===== src/rtl/sumram_drain_if.sv =====
// sumram_drain_if
//   Bundles the two buses of the partial-sum drain engine:
//     - RAM read port : O_raddr (address out), I_rdata (signed sum back)
//     - output stream : O_tdata / O_tvalid / O_tlast (out), I_tready (in)
//   Modports:
//     master : the drain engine (drives address and stream)
//     slave  : the RAM + downstream consumer side
interface sumram_drain_if #(
  parameter int C_DSIZE = 24,
  parameter int C_ASIZE = 10,
  parameter int C_OSIZE = 8
);
  logic [C_ASIZE-1:0] O_raddr;
  logic [C_DSIZE-1:0] I_rdata;
  logic [C_OSIZE-1:0] O_tdata;
  logic               O_tvalid;
  logic               O_tlast;
  logic               I_tready;

  modport master (
    output O_raddr, O_tdata, O_tvalid, O_tlast,
    input  I_rdata, I_tready
  );

  modport slave (
    input  O_raddr, O_tdata, O_tvalid, O_tlast,
    output I_rdata, I_tready
  );
endinterface


===== src/rtl/sumram_drain.sv =====
// sumram_drain
//   Drains I_len accumulated sums from a partial-sum RAM (fixed read latency
//   C_RD_LAT), requantizes each one (round-half-up right shift by I_shift,
//   signed saturation to C_OSIZE bits) and streams the results out through a
//   first-word-fall-through FIFO of depth C_RD_LAT+2 with valid/ready/last.
//   Reads are credit-limited so that in-flight reads plus FIFO contents never
//   exceed the FIFO depth; no sample is lost under any back-pressure.
// Ports:
//   I_clk, I_rst_n  clock, asynchronous active-low reset
//   I_start         one-cycle pulse starting a pass (sampled only in IDLE)
//   I_len, I_shift  pass length (0..2^C_ASIZE) and requant shift
//   O_busy, O_done  pass in progress / one-cycle completion pulse
//   bus (master)    RAM read port and output stream
// Build option:
//   SUMRAM_DRAIN_RELU_EN  when defined, negative requantized values clamp to 0.
module sumram_drain #(
  parameter int C_DSIZE  = 24,
  parameter int C_ASIZE  = 10,
  parameter int C_OSIZE  = 8,
  parameter int C_RD_LAT = 2
) (
  input  logic               I_clk,
  input  logic               I_rst_n,
  input  logic               I_start,
  input  logic [C_ASIZE:0]   I_len,
  input  logic [4:0]         I_shift,
  output logic               O_busy,
  output logic               O_done,
  sumram_drain_if.master     bus
);

  localparam int DEPTH  = C_RD_LAT + 2;          // total FIFO depth incl. output register
  localparam int SDEPTH = DEPTH - 1;             // storage behind the output register
  localparam int PW     = (SDEPTH > 1) ? $clog2(SDEPTH) : 1;
  localparam int CW     = $clog2(DEPTH + 1);
  localparam int QW     = C_DSIZE + 1;

  localparam logic [CW-1:0]      DEPTH_C  = CW'(DEPTH);
  localparam logic [CW-1:0]      CNT_ZERO = {CW{1'b0}};
  localparam logic [PW-1:0]      PTR_LAST = PW'(SDEPTH - 1);
  localparam logic [C_ASIZE:0]   LEN_ZERO = {(C_ASIZE+1){1'b0}};
  localparam logic [C_ASIZE:0]   LEN_ONE  = {{C_ASIZE{1'b0}}, 1'b1};

  typedef enum logic [1:0] {
    IDLE  = 2'd0,
    READ  = 2'd1,
    FLUSH = 2'd2,
    DONE  = 2'd3
  } state_t;

  state_t              state;
  logic [C_ASIZE:0]    cnt;        // next address to issue; reaches len without wrapping
  logic [C_ASIZE:0]    len_q;
  logic [4:0]          shift_q;
  logic [C_RD_LAT:0]   vpipe;      // bit k set: a read issued k cycles ago
  logic [C_RD_LAT:0]   lpipe;      // companion "last entry" flag
  logic [CW-1:0]       used;       // reads in flight + FIFO occupancy
  logic [C_OSIZE:0]    mem [SDEPTH];
  logic [PW-1:0]       rp, wp;
  logic [CW-1:0]       scnt;

  logic                issue, issue_last, pop, out_free, wr, wlast, spop, spush;
  logic [C_ASIZE:0]    cnt_next;
  logic [C_OSIZE-1:0]  qdata;

  // Round-half-up shift, optional ReLU clamp, signed saturation; the extra
  // bit of headroom keeps the rounding add from overflowing.
  function automatic logic [C_OSIZE-1:0] requant(input logic [C_DSIZE-1:0] raw,
                                                 input logic [4:0] sh);
    logic signed [QW-1:0] x, rnd, maxv, minv;
    logic [C_OSIZE-1:0]   res;
    x    = {raw[C_DSIZE-1], raw};
    maxv = {{(QW-C_OSIZE+1){1'b0}}, {(C_OSIZE-1){1'b1}}};
    minv = {{(QW-C_OSIZE+1){1'b1}}, {(C_OSIZE-1){1'b0}}};
    if (sh != 5'd0) begin
      rnd = {{(QW-1){1'b0}}, 1'b1} << (sh - 5'd1);
      x   = (x + rnd) >>> sh;
    end else begin
      x = x;
    end
`ifdef SUMRAM_DRAIN_RELU_EN
    if (x < {QW{1'b0}}) begin
      x = {QW{1'b0}};
    end else begin
      x = x;
    end
`endif
    if (x > maxv) begin
      res = maxv[C_OSIZE-1:0];
    end else if (x < minv) begin
      res = minv[C_OSIZE-1:0];
    end else begin
      res = x[C_OSIZE-1:0];
    end
    return res;
  endfunction

  function automatic logic [PW-1:0] ptr_inc(input logic [PW-1:0] p);
    return (p == PTR_LAST) ? {PW{1'b0}} : p + {{(PW-1){1'b0}}, 1'b1};
  endfunction

  // Issue decision, FIFO push/pop steering and requantization of returning data
  always_comb begin
    pop        = bus.O_tvalid && bus.I_tready;
    out_free   = !bus.O_tvalid || pop;
    cnt_next   = cnt + LEN_ONE;
    wr         = vpipe[C_RD_LAT];
    wlast      = lpipe[C_RD_LAT];
    qdata      = requant(bus.I_rdata, shift_q);
    spop       = out_free && (scnt != CNT_ZERO);
    // returning data bypasses storage only when the output register is free and storage empty
    spush      = wr && !(out_free && (scnt == CNT_ZERO));
    issue      = 1'b0;
    issue_last = 1'b0;
    case (state)
      IDLE: begin
        issue      = I_start && (I_len != LEN_ZERO);
        issue_last = (I_len == LEN_ONE);
      end
      READ: begin
        // a beat leaving this cycle frees a credit for the read issued this cycle
        issue      = (cnt != len_q) && ((used < DEPTH_C) || pop);
        issue_last = (cnt_next == len_q);
      end
      default: begin
        issue      = 1'b0;
        issue_last = 1'b0;
      end
    endcase
  end

  // Pass control FSM: address issue, busy/done flags
  always_ff @(posedge I_clk or negedge I_rst_n) begin
    if (!I_rst_n) begin
      state       <= IDLE;
      cnt         <= LEN_ZERO;
      len_q       <= LEN_ZERO;
      shift_q     <= 5'd0;
      bus.O_raddr <= {C_ASIZE{1'b0}};
      O_busy      <= 1'b0;
      O_done      <= 1'b0;
    end else begin
      case (state)
        IDLE: begin
          if (I_start) begin
            len_q       <= I_len;
            shift_q     <= I_shift;
            O_busy      <= 1'b1;
            bus.O_raddr <= {C_ASIZE{1'b0}};
            cnt         <= LEN_ONE;
            if (I_len == LEN_ZERO) begin
              state  <= DONE;
              O_done <= 1'b1;
            end else begin
              state <= READ;
            end
          end
        end
        READ: begin
          if (cnt == len_q) begin
            state <= FLUSH;
          end else if (issue) begin
            bus.O_raddr <= cnt[C_ASIZE-1:0];
            cnt         <= cnt_next;
            if (cnt_next == len_q) begin
              state <= FLUSH;
            end
          end
        end
        FLUSH: begin
          if (pop && bus.O_tlast) begin
            state  <= DONE;
            O_done <= 1'b1;
          end
        end
        DONE: begin
          state       <= IDLE;
          O_done      <= 1'b0;
          O_busy      <= 1'b0;
          bus.O_raddr <= {C_ASIZE{1'b0}};
        end
        default: begin
          state       <= IDLE;
          O_done      <= 1'b0;
          O_busy      <= 1'b0;
          bus.O_raddr <= {C_ASIZE{1'b0}};
        end
      endcase
    end
  end

  // Read-latency tracking, credit counter and output FIFO head/pointers
  always_ff @(posedge I_clk or negedge I_rst_n) begin
    if (!I_rst_n) begin
      vpipe        <= {(C_RD_LAT+1){1'b0}};
      lpipe        <= {(C_RD_LAT+1){1'b0}};
      used         <= CNT_ZERO;
      scnt         <= CNT_ZERO;
      rp           <= {PW{1'b0}};
      wp           <= {PW{1'b0}};
      bus.O_tdata  <= {C_OSIZE{1'b0}};
      bus.O_tvalid <= 1'b0;
      bus.O_tlast  <= 1'b0;
    end else begin
      vpipe <= {vpipe[C_RD_LAT-1:0], issue};
      lpipe <= {lpipe[C_RD_LAT-1:0], issue && issue_last};
      used  <= used + {{(CW-1){1'b0}}, issue} - {{(CW-1){1'b0}}, pop};
      scnt  <= scnt + {{(CW-1){1'b0}}, spush} - {{(CW-1){1'b0}}, spop};
      if (spop) begin
        rp <= ptr_inc(rp);
      end
      if (spush) begin
        wp <= ptr_inc(wp);
      end
      if (out_free) begin
        if (scnt != CNT_ZERO) begin
          {bus.O_tlast, bus.O_tdata} <= mem[rp];
          bus.O_tvalid               <= 1'b1;
        end else if (wr) begin
          {bus.O_tlast, bus.O_tdata} <= {wlast, qdata};
          bus.O_tvalid               <= 1'b1;
        end else begin
          bus.O_tvalid <= 1'b0;
          bus.O_tlast  <= 1'b0;
        end
      end
    end
  end

  // FIFO storage array (data only, no reset needed)
  always_ff @(posedge I_clk) begin
    if (spush) begin
      mem[wp] <= {wlast, qdata};
    end
  end

endmodule


===== src/flat_wrapper.sv =====
// flat-port wrapper written by rule: the top's interface ports become plain ports
module sumram_drain_flat 
#(
  parameter int C_DSIZE  = 24,
  parameter int C_ASIZE  = 10,
  parameter int C_OSIZE  = 8,
  parameter int C_RD_LAT = 2
)
  (I_clk, I_rst_n, I_start, I_len, I_shift, O_busy, O_done, bus_O_raddr, bus_O_tdata, bus_O_tvalid, bus_O_tlast, bus_I_rdata, bus_I_tready);
  sumram_drain_if #(.C_DSIZE(C_DSIZE), .C_ASIZE(C_ASIZE), .C_OSIZE(C_OSIZE)) bus_i ();
  input  logic I_clk;
  input  logic I_rst_n;
  input  logic I_start;
  input  logic [C_ASIZE:0] I_len;
  input  logic [4:0] I_shift;
  output logic O_busy;
  output logic O_done;
  output wire logic [$bits(bus_i.O_raddr)-1:0] bus_O_raddr;
  output wire logic [$bits(bus_i.O_tdata)-1:0] bus_O_tdata;
  output wire logic [$bits(bus_i.O_tvalid)-1:0] bus_O_tvalid;
  output wire logic [$bits(bus_i.O_tlast)-1:0] bus_O_tlast;
  input wire logic [$bits(bus_i.I_rdata)-1:0] bus_I_rdata;
  input wire logic [$bits(bus_i.I_tready)-1:0] bus_I_tready;
  assign bus_O_raddr = bus_i.O_raddr;
  assign bus_O_tdata = bus_i.O_tdata;
  assign bus_O_tvalid = bus_i.O_tvalid;
  assign bus_O_tlast = bus_i.O_tlast;
  assign bus_i.I_rdata = bus_I_rdata;
  assign bus_i.I_tready = bus_I_tready;
  sumram_drain #(.C_DSIZE(C_DSIZE), .C_ASIZE(C_ASIZE), .C_OSIZE(C_OSIZE), .C_RD_LAT(C_RD_LAT)) u_core (.I_clk(I_clk), .I_rst_n(I_rst_n), .I_start(I_start), .I_len(I_len), .I_shift(I_shift), .O_busy(O_busy), .O_done(O_done), .bus(bus_i));
endmodule

===== config.mk =====
export PLATFORM = sky130hd
export DESIGN_NAME = sumram_drain_flat
export DESIGN_NICKNAME = d
export VERILOG_FILES = /design/src/rtl/sumram_drain_if.sv /design/src/rtl/sumram_drain.sv /design/src/flat_wrapper.sv
export SDC_FILE = /design/constraint.sdc
export NUM_CORES = 1
export LEC_CHECK = 0
export ABC_AREA = 0
export BUFFER_PORTS_ARGS = -buffer_cell sky130_fd_sc_hd__buf_4
export CAP_MARGIN = 20
export CORE_AREA = 2 2 169 171
export CTS_CLUSTER_SIZE = 10
export DETAILED_ROUTE_END_ITERATION = 7
export DIE_AREA = 0 0 171 173
export GPL_ROUTABILITY_DRIVEN = 0
export HOLD_SLACK_MARGIN = 0.05
export PLACE_DENSITY = 0.53
export SLEW_MARGIN = 40
export SYNTH_ARGS = -nofsm -noshare
export SYNTH_HDL_FRONTEND = slang
export SYNTH_SLANG_ARGS = --single-unit

===== constraint.sdc =====
create_clock -name I_clk -period 5.2 [get_ports I_clk]
set_input_delay 0 -clock I_clk [delete_from_list [all_inputs] [get_ports I_clk]]
set_output_delay 0 -clock I_clk [all_outputs]
set_load 0.01 [all_outputs]

* After elaboration in Yosys (flattened, before gate mapping) *
Memory sizes are Yosys's and may differ from the RTL's.
Cells that the tools add are included.
W data, S select, Z words.

operators by class
  reductions and logical operators = 30
  order comparisons = 3
  multiplexer cells = 36
  shifts and indexed selects = 2
  add/sub/neg operators = 9
  equal/unequal tests = 16

operator list
  cell                     count
  $mux W11                 3
  $mux W8                  4
  $mux W10                 3
  $pmux W10 S3             1
  $add A24 B25 Y25         1
  $gt A25 B8 Y1 const B    1
  $lt A25 B8 Y1 const B    1
  $mux W25                 1
  $shl A1 B5 Y25 const A   1
  $sshr A25 B5 Y25         1
  $eq A11 B11 Y1           2
  $pmux W11 S2             1
  $mux W2                  8
  $reduce_and A4 Y1        4
  $add A11 B1 Y11 const B  1
  $eq A11 B1 Y1 const B    1
  $logic_not A11 Y1        1
  $ne A11 B11 Y1           1
  $reduce_bool A11 Y1      1
  $mux W1                  10
  $reduce_bool A3 Y1       3
  $eq A2 B2 Y1 const B     4
  $logic_and A1 B1 Y1      8
  $pmux W2 S4              1
  other kinds (18)         33

word-level totals
  RAM bits = 27
  register bits after elaboration = 67
  memories = 1
  input bits = 44

memory list
  memory      words  width  read ports  clocked after Yosys merged registers in  wr ports  line                source
  u_core.mem  3      9      1           0                                        1         sumram_drain.sv:58  logic [C_OSIZE:0] mem [SDEPTH];

* Logic depth before layout (Yosys ltp) *
Gate-level depths: netlist of run 1.

  depth after elaboration = 10
  mapped depth = 22
  gate-level depth less buffers = 19

* Worst setup path before layout of run 1 *
Ideal clock, no wire load.

  path kind = flip-flop to flip-flop
  start point = register u_core.shift_q[4]
  end point = register u_core.bus.O_tdata[4]
  setup time = 0.126 ns
  cell stages (with the launch flop) = 21
  path slack = 0.378 ns
  arrival time = 4.696 ns
  path buffers = 1
  cells stage by stage = dfrtp_1 -> clkbuf_1 -> nor2_1 -> nand2_1 -> nor2_1 -> ha_1 -> inv_1 -> fa_1 -> nand2b_1 -> a21o_4 -> a2111oi_4 -> or3b_2 -> a21oi_2 -> or3_1 -> and3_1 -> o41ai_2 -> and4_1 -> and4bb_1 -> a21oi_2 -> a211o_1 -> a221o_1

on the way
  word-level cells in the longest chain between the ends = 10
  elaborated cells on any way between the ends = 12
  classes of those cells = 2 x add/sub; 2 x order compare; 2 x shift; 5 x mux; 1 x reduce/logical

ends and longest elaborated chain
  what                    line                   source
  from (decl)             sumram_drain.sv:54     logic [4:0] shift_q;
  from (signal assigned)  sumram_drain.sv:147    shift_q <= I_shift;
  $sub A5 B1 Y5           sumram_drain.sv:76     rnd = {{(QW-1){1'b0}}, 1'b1} << (sh - 5'd1);
  $shl A1 B5 Y25          sumram_drain.sv:76
  $add A24 B25 Y25        sumram_drain.sv:77     x = (x + rnd) >>> sh;
  $sshr A25 B5 Y25        sumram_drain.sv:77
  $mux W25 *              sumram_drain.sv:75     if (sh != 5'd0) begin
  $lt A25 B8 Y1           sumram_drain.sv:90     end else if (x < minv) begin
  $mux W8                 sumram_drain.sv:90
  $mux W8 *               sumram_drain.sv:88     if (x > maxv) begin
  $mux W8 *               sumram_drain.sv:219    end else if (wr) begin
  $mux W8 *               sumram_drain.sv:216    if (scnt != CNT_ZERO) begin
  to (signal assigned)    sumram_drain.sv:201    bus.O_tdata <= {C_OSIZE{1'b0}};
  to (signal assigned)    sumram_drain.sv:217    {bus.O_tlast, bus.O_tdata} <= mem[rp];
  to (signal assigned)    sumram_drain.sv:220    {bus.O_tlast, bus.O_tdata} <= {wlast, qdata};
  to (decl)               sumram_drain_if.sv:21  output O_raddr, O_tdata, O_tvalid, O_tlast,

Every way passes the cells marked *; elsewhere a longest branch is shown, timed or not. The select of a mux whose other input is x is not followed.
A chain may end at the register's enable or synchronous reset.

* Final worst setup path of run 1 *
  start point = register u_core.shift_q[0]
  end point = register u_core.bus.O_tdata[4]

The elaborated chain is that of the path after synthesis.

==> results_dict.tcl, run 1 <==
set metrics [dict create \
    cp_max_fo 10 \
    hold_ws_ps 75.05 \
    fp.dieW_um 171 \
    drt_iter0_drc 660 \
    htree_levels 3 \
    synth_edf_count 27 \
    grt.total_usage 0.1925 \
    synth_warnings 0 \
    hp-class "in -> reg" \
    antenna_cells 0 \
    stdcell_count 1502 \
    syn-mean-instance-area_um2 8.181 \
    tightest_slew_ps 777.1 \
    fin_util 0.3698 \
    cp.arrival_ps 5270 \
    cap_violations 0 \
    ir_drop_uv 215.4 \
    cts_root_buffer "clkbuf_16" \
    ctsLongestPathBuffers 2 \
    hold_viol 0 \
    synth_cell_types 78 \
    grt_pass1_wl_mm 45.08 \
    ys_ff_latch 94 \
    cts_buffers 9 \
    detail-route-antenna-nets 0 \
    vias_per_cell 5.648 \
    clk_latency_ps 350 \
    placed_cell_area_um2 9578 \
    chipHeight_um 173 \
    r2r_cells 18 \
    clock.fmax_ghz 0.1983 \
    setup_tns_ps 0 \
    start_kind "register" \
    first_pass_iters 7 \
    fin_crit_ps 5042 \
    whs_path_depth 3 \
    finalCritPeriodShare 0.9696 \
    leakage_nw 4.256 \
    cp_data_required_time_ps 5430 \
    power_density_nw_per_um2 587.9 \
    fin_skew_ps 7.816 \
    core.rowCount 61 \
    grt_overflow 0 \
    cts.sinks 94 \
    final_common_cell "buf_4" \
    dp.cells 1468 \
    cts_tree "yes" \
    hpwl_mm 22.30 \
    layout_common_cells "buf_4 (140), nor2_1 (112), nand2_1 (105), a21oi_1 (68), dfrtp_1 (64)" \
    dr_total_vias 8483 \
    grt_max_degree 68 \
    initial_core_util 0.2967 \
    setup_viol 0 \
    synth_nets 1082 \
    coreArea_um2 27630 \
    synth.cell_area_um2 8198 \
    synth_top_flop_cell "dfrtp_1" \
    status "finished clean" \
    grt_pass1_vias 8165 \
    path_class "reg -> reg" \
    max-slew-margin-rel 0.4784 \
    end_kind "register" \
    wirelength_mm 28.89 \
    syn_to_final_growth_pct 24.62 \
    dieArea_um2 29580 \
    io_pins 66 \
    drc 0 \
    portBuffers 65 \
    synthCells 1002 \
    post-route-cell-area_um2 10220 \
    antenna_found_initial 0 \
    async_flop_share 0.7128 \
    yosysSeqAreaShare 0.3034 \
    nNetsFinal 1199 \
    slew_viol_final 0 \
    clk_pin_slew_worst_paths_ps 60 \
    layout-drive-gt1-share 0.2171 \
    routedWlPerCell_um 19.23 \
]
[critical path: stages, from the launching register on]
cell      delay (ps)
dfrtp_2          500
nor2_1           270
buf_4            220
nand2_1          100
inv_1             90
ha_1             330
a21oi_2          230
o21ai_1          180
and2_1           270
nor4_1           430
o32ai_1          140
a211oi_1         450
nor2_1           130
a211o_1          290
a22o_1           230
nor4_2           360
a21oi_2          120
a211o_1          250
a221o_1          320
[path summary, 6_finish.rpt]
| kind | start | end | slack [ps] |
|---|---|---|---|
| max in group asynchronous | I_rst_n | u_core.shift_q[4] | 4520 |
| hold / removal | bus_I_tready | u_core.bus.O_tlast | 80 |
| hold reg to reg | u_core.vpipe[1] | u_core.vpipe[2] | 350 |
| setup / recovery | u_core.shift_q[0] | u_core.bus.O_tdata[4] | 160 |
| min in group asynchronous | I_rst_n | u_core.bus.O_raddr[9] | 230 |
| setup reg to reg | u_core.shift_q[0] | u_core.bus.O_tdata[4] | 160 |
[cell type report]
type,instances,area (um^2)
Fill cell,2904,17410
Timing Repair Buffer,161,1282
Tap cell,378,473.0
Clock inverter,6,67.56
Clock buffer,10,239.0
Sequential cell,94,2491
Inverter,35,131.4
Multi-Input combinational cell,818,5532
[where the power goes]
part	switching [mW]	total, mW	leakage [nW]	internal, mW
Combinational	2.39	4.02	3.02	1.63
Clock	0.283	0.672	0.154	0.389
Sequential	0.238	1.31	1.09	1.08
[routing by layer]
layer | vias to the layer above | track usage | share of wire
met5 | - | 0 | 0
met4 | 0 | 0.08051 | 0.042
met3 | 89 | 0.02655 | 0.069
met2 | 368 | 0.2945 | 0.44
met1 | 4044 | 0.2709 | 0.45
li1 | 3982 | - | -
[stage by stage]
step / total power, mW / setup WS (ps)
after floorplan: 3.738 / 377.8
after global placement: 5.132 / 39.69
after detailed placement: 5.153 / 38.12
after CTS: 5.855 / 16.77
after global routing: 6.418 / -12.07
final: 6.006 / 157.8
[synthesized netlist by cell type, types with 6 or more instances]
master | count | area, um^2
xnor2_1 | 18 | 157.7
nand2_1 | 108 | 405.4
mux2i_1 | 26 | 260.3
o21ai_0 | 64 | 320.3
nand3_1 | 21 | 105.1
a211o_1 | 8 | 70.07
xor2_1 | 21 | 183.9
edfxtp_1 | 27 | 810.8
nor4_1 | 10 | 62.56
a21oi_1 | 74 | 370.4
nor3b_1 | 6 | 45.04
and3_1 | 10 | 62.56
a21oi_2 | 6 | 52.55
inv_1 | 32 | 120.1
a31oi_1 | 7 | 43.79
o32ai_1 | 7 | 61.31
dfrtp_1 | 67 | 1677
a211oi_1 | 23 | 172.7
nor2_1 | 119 | 446.7
nand4_1 | 12 | 75.07
a22oi_1 | 6 | 45.04
o22ai_1 | 10 | 62.56
and2_1 | 9 | 56.30
or3_1 | 11 | 68.82
o211ai_1 | 12 | 90.09
nor2b_1 | 6 | 37.54
a22o_1 | 18 | 157.7
nor3_1 | 27 | 135.1
a221oi_1 | 6 | 52.55
ha_1 | 33 | 412.9
buf_2 | 12 | 60.06
a21o_1 | 13 | 97.59
clkbuf_1 | 39 | 146.4
mux2_2 | 21 | 236.5
o31ai_1 | 8 | 60.06
[logic make-up (layout without fill, tap and decap cells)]
| family | Yosys count | count (layout) | share of synthesized area |
|---|---|---|---|
| AND/OR/NAND/NOR | 367 | 367 | 0.2100 |
| adder cells (fa/ha/maj) | 36 | 36 | 0.05769 |
| AO/OA/AOI/OAI | 326 | 326 | 0.2760 |
| flip-flops | 94 | 94 | 0.3034 |
| XOR/XNOR | 40 | 40 | 0.04365 |
| buffers and inverters | 90 | 212 | 0.04319 |
| multiplexers | 49 | 49 | 0.06609 |
[registers in the layout (all words and copies together) (netlist names), 5 cells and up]
register / count
u_core.cnt: 11
u_core.mem: 27
u_core.bus.O_raddr: 10
u_core.bus.O_tdata: 8
u_core.shift_q: 5
u_core.len_q: 11
[what timing repair did]
action	in CTS	in global routing
hold endpoints to repair	84	0
hold buffers	18	0
gates resized for setup	0	46
setup endpoints to repair	0	28
setup buffers	0	0
Note: power is estimated with default switching activity, not from simulation.
==> inputs of run 2 (changes only) <==
- CORE_AREA: 2 2 169 171 -> 8 8 138 140
- DIE_AREA: 0 0 171 173 -> 0 0 146 148
- PLACE_DENSITY: 0.53 -> 0.75
- SETUP_SLACK_MARGIN: unset -> 0.2
==> results_dict.tcl, run 2 (same netlist as run 1, synthesis figures left out) <==
set metrics [dict create \
    routedWlPerCell_um 20.11 \
    cts_tree "yes" \
    htree_levels 3 \
    nNetsFinal 1182 \
    antenna_cells 0 \
    io_pins 66 \
    cp_cell_sequence "nor2_4 -> nand2_1 -> nor2_2 -> ha_2 -> inv_1 -> fa_1 -> nand2b_4 -> a21o_4 -> a2111oi_4 -> buf_4 -> buf_4 -> o21ai_1 -> a21oi_2 -> nor2_1 -> a311oi_1 -> o2111ai_1 -> nor2_1 -> and4bb_2 -> a21oi_2 -> buf_4 -> nor2_1" \
    fin_crit_ps 4852 \
    crit_family "compound AO/OA/AOI/OAI gates" \
    antenna_found_initial 1 \
    ctsLongestPathBuffers 2 \
    wirelength_mm 26.76 \
    internal_power_mw 3.000 \
    cts_buffers 9 \
    drt_iter0_drc 1011 \
    hold_ws_ps 78.02 \
    power_density_nw_per_um2 587.4 \
    slew_viol_final 0 \
    grt_pass1_wl_mm 41.86 \
    drc 0 \
    fin_util 0.5915 \
    tightest_slew_ps 810.4 \
    layout-drive-gt1-share 0.2260 \
    pre_cts_slack_ps 148.3 \
    hold_viol 0 \
    finalCritPeriodShare 0.9332 \
    grt.total_usage 0.2357 \
    switching_share 0.4902 \
    end_kind "register" \
    clk_latency_ps 340 \
    detail-route-antenna-nets 0 \
    dieArea_um2 21610 \
    reg_top3 "u_core.mem: 27 flops, u_core.cnt: 11 flops, u_core.len_q: 11 flops" \
    syn_to_final_growth_pct 22.19 \
    grt_pass1_vias 8035 \
    setup_tns_ps 0 \
    num-fill-cells 1486 \
    cp_data_required_time_ps 5360 \
    cp_max_fo 5 \
    slowest_delay_ps 530 \
    start_kind "register" \
    hp-class "in -> reg" \
    setup_viol 0 \
    multiInputGateArea_um2 5683 \
    final_common_cell "buf_4" \
    portBuffers 65 \
    initial_core_util 0.4840 \
    core.rowCount 48 \
    p_seq_frac 0.222 \
    hpwl_mm 19.86 \
    cap_violations 0 \
    seq_area_um2 2491 \
    rsz0062_at_grt "true" \
    grt_overflow 0 \
    power_switching_mw 2.885 \
    fp.dieW_um 146 \
    max_flop_register "u_core.mem" \
    postLayoutSetupSlackWorst_ps 347.6 \
    crit_buf_inv 4 \
    path_class "reg -> reg" \
    p_clk_frac 0.108 \
    chipHeight_um 148 \
    cts_root_buffer "clkbuf_16" \
    vias_per_cell 6.482 \
    dr_total_vias 8628 \
    clk_pin_slew_worst_paths_ps 60 \
    largest_reg_flops 27 \
    crit_slowest_cell "a311oi_1" \
    ir_drop_uv 285.4 \
    status "finished clean" \
    max-slew-margin-rel 0.4584 \
    cp.arrival_ps 5020 \
    coreArea_um2 16940 \
    clock.fmax_ghz 0.2061 \
    grt_max_degree 68 \
    leakage_nw 4.170 \
    cts.sinks 94 \
    first_pass_iters 6 \
    fin_skew_ps 10.66 \
    layout_common_cells "buf_4 (123), nor2_1 (110), nand2_1 (103), a21oi_1 (66), dfrtp_1 (64)" \
    power_frac_comb 0.670 \
]
run 2: cell count changes in the layout (fill, tap and decap cells not counted), moves of 3 or more:
cell	before	now
buf_4	140	123
ha_1	31	28
nor4_1	10	6
ha_2	2	5
nor4_2	1	4
run 2: per-layer routing:
| layer | global-route usage | vias to the layer above | part of all wire |
|---|---|---|---|
| li1 | - | 3947 | - |
| met1 | 0.3057 | 4031 | 0.41 |
| met2 | 0.3665 | 509 | 0.45 |
| met3 | 0.04280 | 139 | 0.095 |
| met4 | 0.1298 | 2 | 0.052 |
| met5 | 0 | - | 0.00049 |
run 2: power by group through the flow:
stage	logic (mW)	registers, mW	clock network [mW]
after floorplan	2.51	1.23	0
after global routing	4.22	1.34	0.667
after detailed placement	3.59	1.31	0
after global placement	3.54	1.29	0
final	3.94	1.31	0.633
after CTS	3.63	1.29	0.639
run 2: final timing paths:
check | startpoint | to | slack, ps | cells past startpoint
max in group asynchronous | I_rst_n | u_core.shift_q[4] | 4520 | 2
min in group asynchronous | I_rst_n | u_core.O_busy | 210 | 2
worst max-delay path | u_core.shift_q[4] | u_core.mem[1][6] | 350 | 21
worst min-delay path | bus_I_tready | u_core.bus.O_tlast | 80 | 3
worst max register to register | u_core.shift_q[4] | u_core.mem[1][6] | 350 | 21
worst min register to register | u_core.vpipe[0] | u_core.vpipe[1] | 360 | 0
run 2: layout make-up:
type | count | area share
Clock buffer | 11 | 0.02323
Clock inverter | 4 | 0.004746
Inverter | 35 | 0.01349
Multi-Input combinational cell | 818 | 0.5673
Sequential cell | 94 | 0.2487
Tap cell | 225 | 0.02810
Timing Repair Buffer | 144 | 0.1144
run 2: stage by stage:
stage / area (um^2) / std cells / total power [mW]
2_1_floorplan: 8198 / 1002 / 3.738
6_report: 10020 / 1331 / 5.885
3_5_place_dp: 9169 / 1292 / 4.892
5_1_grt: 10020 / 1331 / 6.232
4_1_cts: 9656 / 1326 / 5.558
3_3_place_gp: 9163 / 1292 / 4.825
run 2: worst reg2reg max path: stages, from the launching register on:
cell and delay, ps:
dfrtp_2 450, nor2_4 140, nand2_1 90, nor2_2 170
ha_2 230, inv_1 50, fa_1 400, nand2b_4 180
a21o_4 230, a2111oi_4 280, buf_4 190, buf_4 120
o21ai_1 100, a21oi_2 220, nor2_1 100, a311oi_1 530
o2111ai_1 270, nor2_1 170, and4bb_2 280, a21oi_2 80
buf_4 190, nor2_1 190
run 2: timing repair:
item                       CTS  global route
setup buffers                1             5
setup endpoints to repair    7            28
resized for setup            4            78
hold buffers                18             0
pin swaps                    1            11
hold endpoints to repair    84             0
==> inputs of run 3 (changes only) <==
- ABC_AREA: 0 -> 1
- CORE_AREA: 8 8 138 140 -> 8 8 139 141
- DIE_AREA: 0 0 146 148 -> 0 0 147 149
- HOLD_SLACK_MARGIN: 0.05 -> unset
- SETUP_SLACK_MARGIN: 0.2 -> unset
==> results_dict.tcl, run 3 <==
set metrics [dict create \
    grt_pass1_vias 8169 \
    wirelength_mm 25.73 \
    crit_slowest_cell "dfrtp_1" \
    cts_buffers 9 \
    p_clk_frac 0.121 \
    synth_area_leaders "dfrtp_1 (20%), nand2_1 (17%), nand3_1 (11%), edfxtp_1 (9.7%), inv_1 (7.9%)" \
    max-slew-margin-rel 0.4580 \
    cts_tree "yes" \
    drt_iter0_drc 1013 \
    synth_top_area_cell "dfrtp_1" \
    detail-route-antenna-nets 0 \
    synth_fa_ha_area_frac 0.05642 \
    synth_warnings 0 \
    async_flop_share 0.7128 \
    hpwl_mm 20.04 \
    slew_viol_final 0 \
    coreArea_um2 17060 \
    antenna_found_initial 0 \
    largest_reg_flops 27 \
    core.rowCount 48 \
    grt_pass1_wl_mm 41.43 \
    syn-mean-instance-area_um2 6.524 \
    nNetsFinal 1435 \
    power_density_nw_per_um2 556.2 \
    yosysTopAreaCellShare 0.2000 \
    synth-compound-area-share 0.09701 \
    power_switching_mw 2.741 \
    drc 0 \
    hold_viol 0 \
    clock.fmax_ghz 0.2133 \
    final_common_cell "nand2_1" \
    stdcell_count 1585 \
    cts.sinks 94 \
    synthCells 1285 \
    synth_edf_count 27 \
    synth.most_common_cell "nand2_1" \
    antenna_cells 0 \
    fin_skew_ps 8.745 \
    status "finished clean" \
    synth_common_cells "nand2_1 (382), nand3_1 (184), inv_1 (177)" \
    num-fill-cells 1662 \
    layout_common_cells "nand2_1 (382), nand3_1 (184), inv_1 (177), buf_4 (80), nor2_1 (70)" \
    ctsLongestPathBuffers 2 \
    dp.cells 1552 \
    fin_crit_ps 4688 \
    io_pins 66 \
    portBuffers 65 \
    synth_top_family_by_area "simple AND/OR/NAND/NOR gates" \
    htree_levels 3 \
    synth_top_flop_cell "dfrtp_1" \
    chipHeight_um 149 \
    hp-class "in -> reg" \
    initial_core_util 0.4915 \
    cp.arrival_ps 4920 \
    cp_max_fo 14 \
    synth.cell_area_um2 8383 \
    setup_tns_ps 0 \
    synth_xor_area_frac 0.03030 \
    fin_util 0.5597 \
    clk_pin_slew_worst_paths_ps 70 \
    postLayoutSetupSlackWorst_ps 511.6 \
    first_pass_iters 5 \
    internal_power_mw 2.569 \
    layout-drive-gt1-share 0.1324 \
    switching_share 0.5161 \
    clk_latency_ps 340 \
    dr_total_vias 8830 \
    leakage_nw 4.914 \
    setup_viol 0 \
    crit_family "simple AND/OR/NAND/NOR gates" \
    max_flop_register "u_core.mem" \
    cp_common_cell "nand2_1" \
    cap_violations 0 \
    rsz0062_at_grt "false" \
    grt_overflow 0 \
    fp.dieW_um 147 \
    reg_top3 "u_core.mem: 27 flops, u_core.cnt: 11 flops, u_core.len_q: 11 flops" \
    cts_root_buffer "clkbuf_16" \
    p_seq_frac 0.233 \
    start_kind "register" \
    synth_cell_types 45 \
    path_class "reg -> reg" \
    syn_to_final_growth_pct 13.88 \
    synth_nets 1365 \
    pre_cts_slack_ps 583.9 \
    cp_data_required_time_ps 5430 \
    ir_drop_uv 275.8 \
    tightest_slew_ps 813.0 \
    slowest_delay_ps 390 \
    grt_max_degree 39 \
    hold_ws_ps 31.37 \
    routedWlPerCell_um 16.24 \
    vias_per_cell 5.571 \
    grt.total_usage 0.2318 \
    crit_buf_inv 6 \
    power_frac_comb 0.646 \
    dieArea_um2 21900 \
    end_kind "register" \
    synthMuxAreaShare 0.001194 \
    yosysSeqAreaShare 0.2967 \
    ys_ff_latch 94 \
    synth-simple-area-share 0.4054 \
    finalCritPeriodShare 0.9016 \
]
==> run 3: cell count changes in the layout (fill, tap and decap cells not counted), moves of 18 or more <==
cell	delta
nand2_2	+19
nand3_2	+19
buf_4	-43
nand3_1	+163
mux2_2	-21
inv_1	+146
a22o_1	-18
a211oi_1	-18
mux2i_1	-25
nand2_1	+279
nor2_1	-40
==> run 3: path summary, 6_finish.rpt <==
kind,from,to,slack [ps],depth (start not counted)
max in group asynchronous,I_rst_n,u_core.cnt[8],4480,3
max reg2reg,u_core.shift_q[1],u_core.bus.O_tdata[5],510,34
min in group asynchronous,I_rst_n,u_core.rp[1],180,2
min,I_start,u_core.O_busy,30,4
max,u_core.shift_q[1],u_core.bus.O_tdata[5],510,34
min reg2reg,u_core.lpipe[1],u_core.lpipe[2],340,0
==> run 3: stage by stage <==
step                      area (um^2)  total power, mW
after CTS                        9534            5.234
after global placement           9039            4.506
final                            9547            5.310
after global routing             9547            5.761
after detailed placement         9071            4.566
after floorplan                  8383            3.720
==> run 3: final cells by class <==
| class | instances | area (um^2) | share of cell area |
|---|---|---|---|
| multi-input cells | 960 | 4972 | 0.5208 |
| flip-flops and latches | 94 | 2487 | 0.2606 |
| repair buffers | 98 | 790.8 | 0.08283 |
| inverters | 192 | 721.9 | 0.07562 |
| well taps | 225 | 281.5 | 0.02949 |
| clock buffers | 11 | 232.7 | 0.02438 |
| clock inverters | 5 | 60.06 | 0.006291 |
==> run 3: power groups by stage <==
stage / sequential (mW) / clock, mW / combinational, mW
2_1_floorplan: 1.20 / 0 / 2.52
3_3_place_gp: 1.23 / 0 / 3.27
3_5_place_dp: 1.24 / 0 / 3.32
4_1_cts: 1.23 / 0.649 / 3.35
5_1_grt: 1.26 / 0.679 / 3.82
6_report: 1.24 / 0.642 / 3.43
==> run 3: cell families (layout without fill, tap and decap cells) <==
| logic type | after synthesis | count (layout) |
|---|---|---|
| simple gates | 752 | 752 |
| fa+ha+maj | 36 | 36 |
| buf+inv | 231 | 306 |
| xor+xnor | 29 | 29 |
| mux | 1 | 1 |
| compound gates | 142 | 142 |
| flops | 94 | 94 |
==> run 3: routing by layer <==
metal / GRT usage / vias up / wire [um]
li1: - / 4329 / -
met1: 0.3101 / 3990 / 10990
met2: 0.3650 / 443 / 11360
met3: 0.04642 / 68 / 2514
met4: 0.08618 / 0 / 874
met5: 0 / - / 0
==> run 3: worst register-to-register path, delay by kind of cell, from the launching register on <==
family | cells | cell delay, ps
simple gates | 26 | 3020
fa+ha+maj | 2 | 600
buf+inv | 6 | 580
flops | 1 | 390
==> run 3: what timing repair did <==
item | CTS | global route
hold buffers | 17 | 0
setup buffers | 0 | 0
endpoints found under the setup margin | 0 | 27
endpoints found under the hold margin | 54 | 0
gates resized for setup | 0 | 2
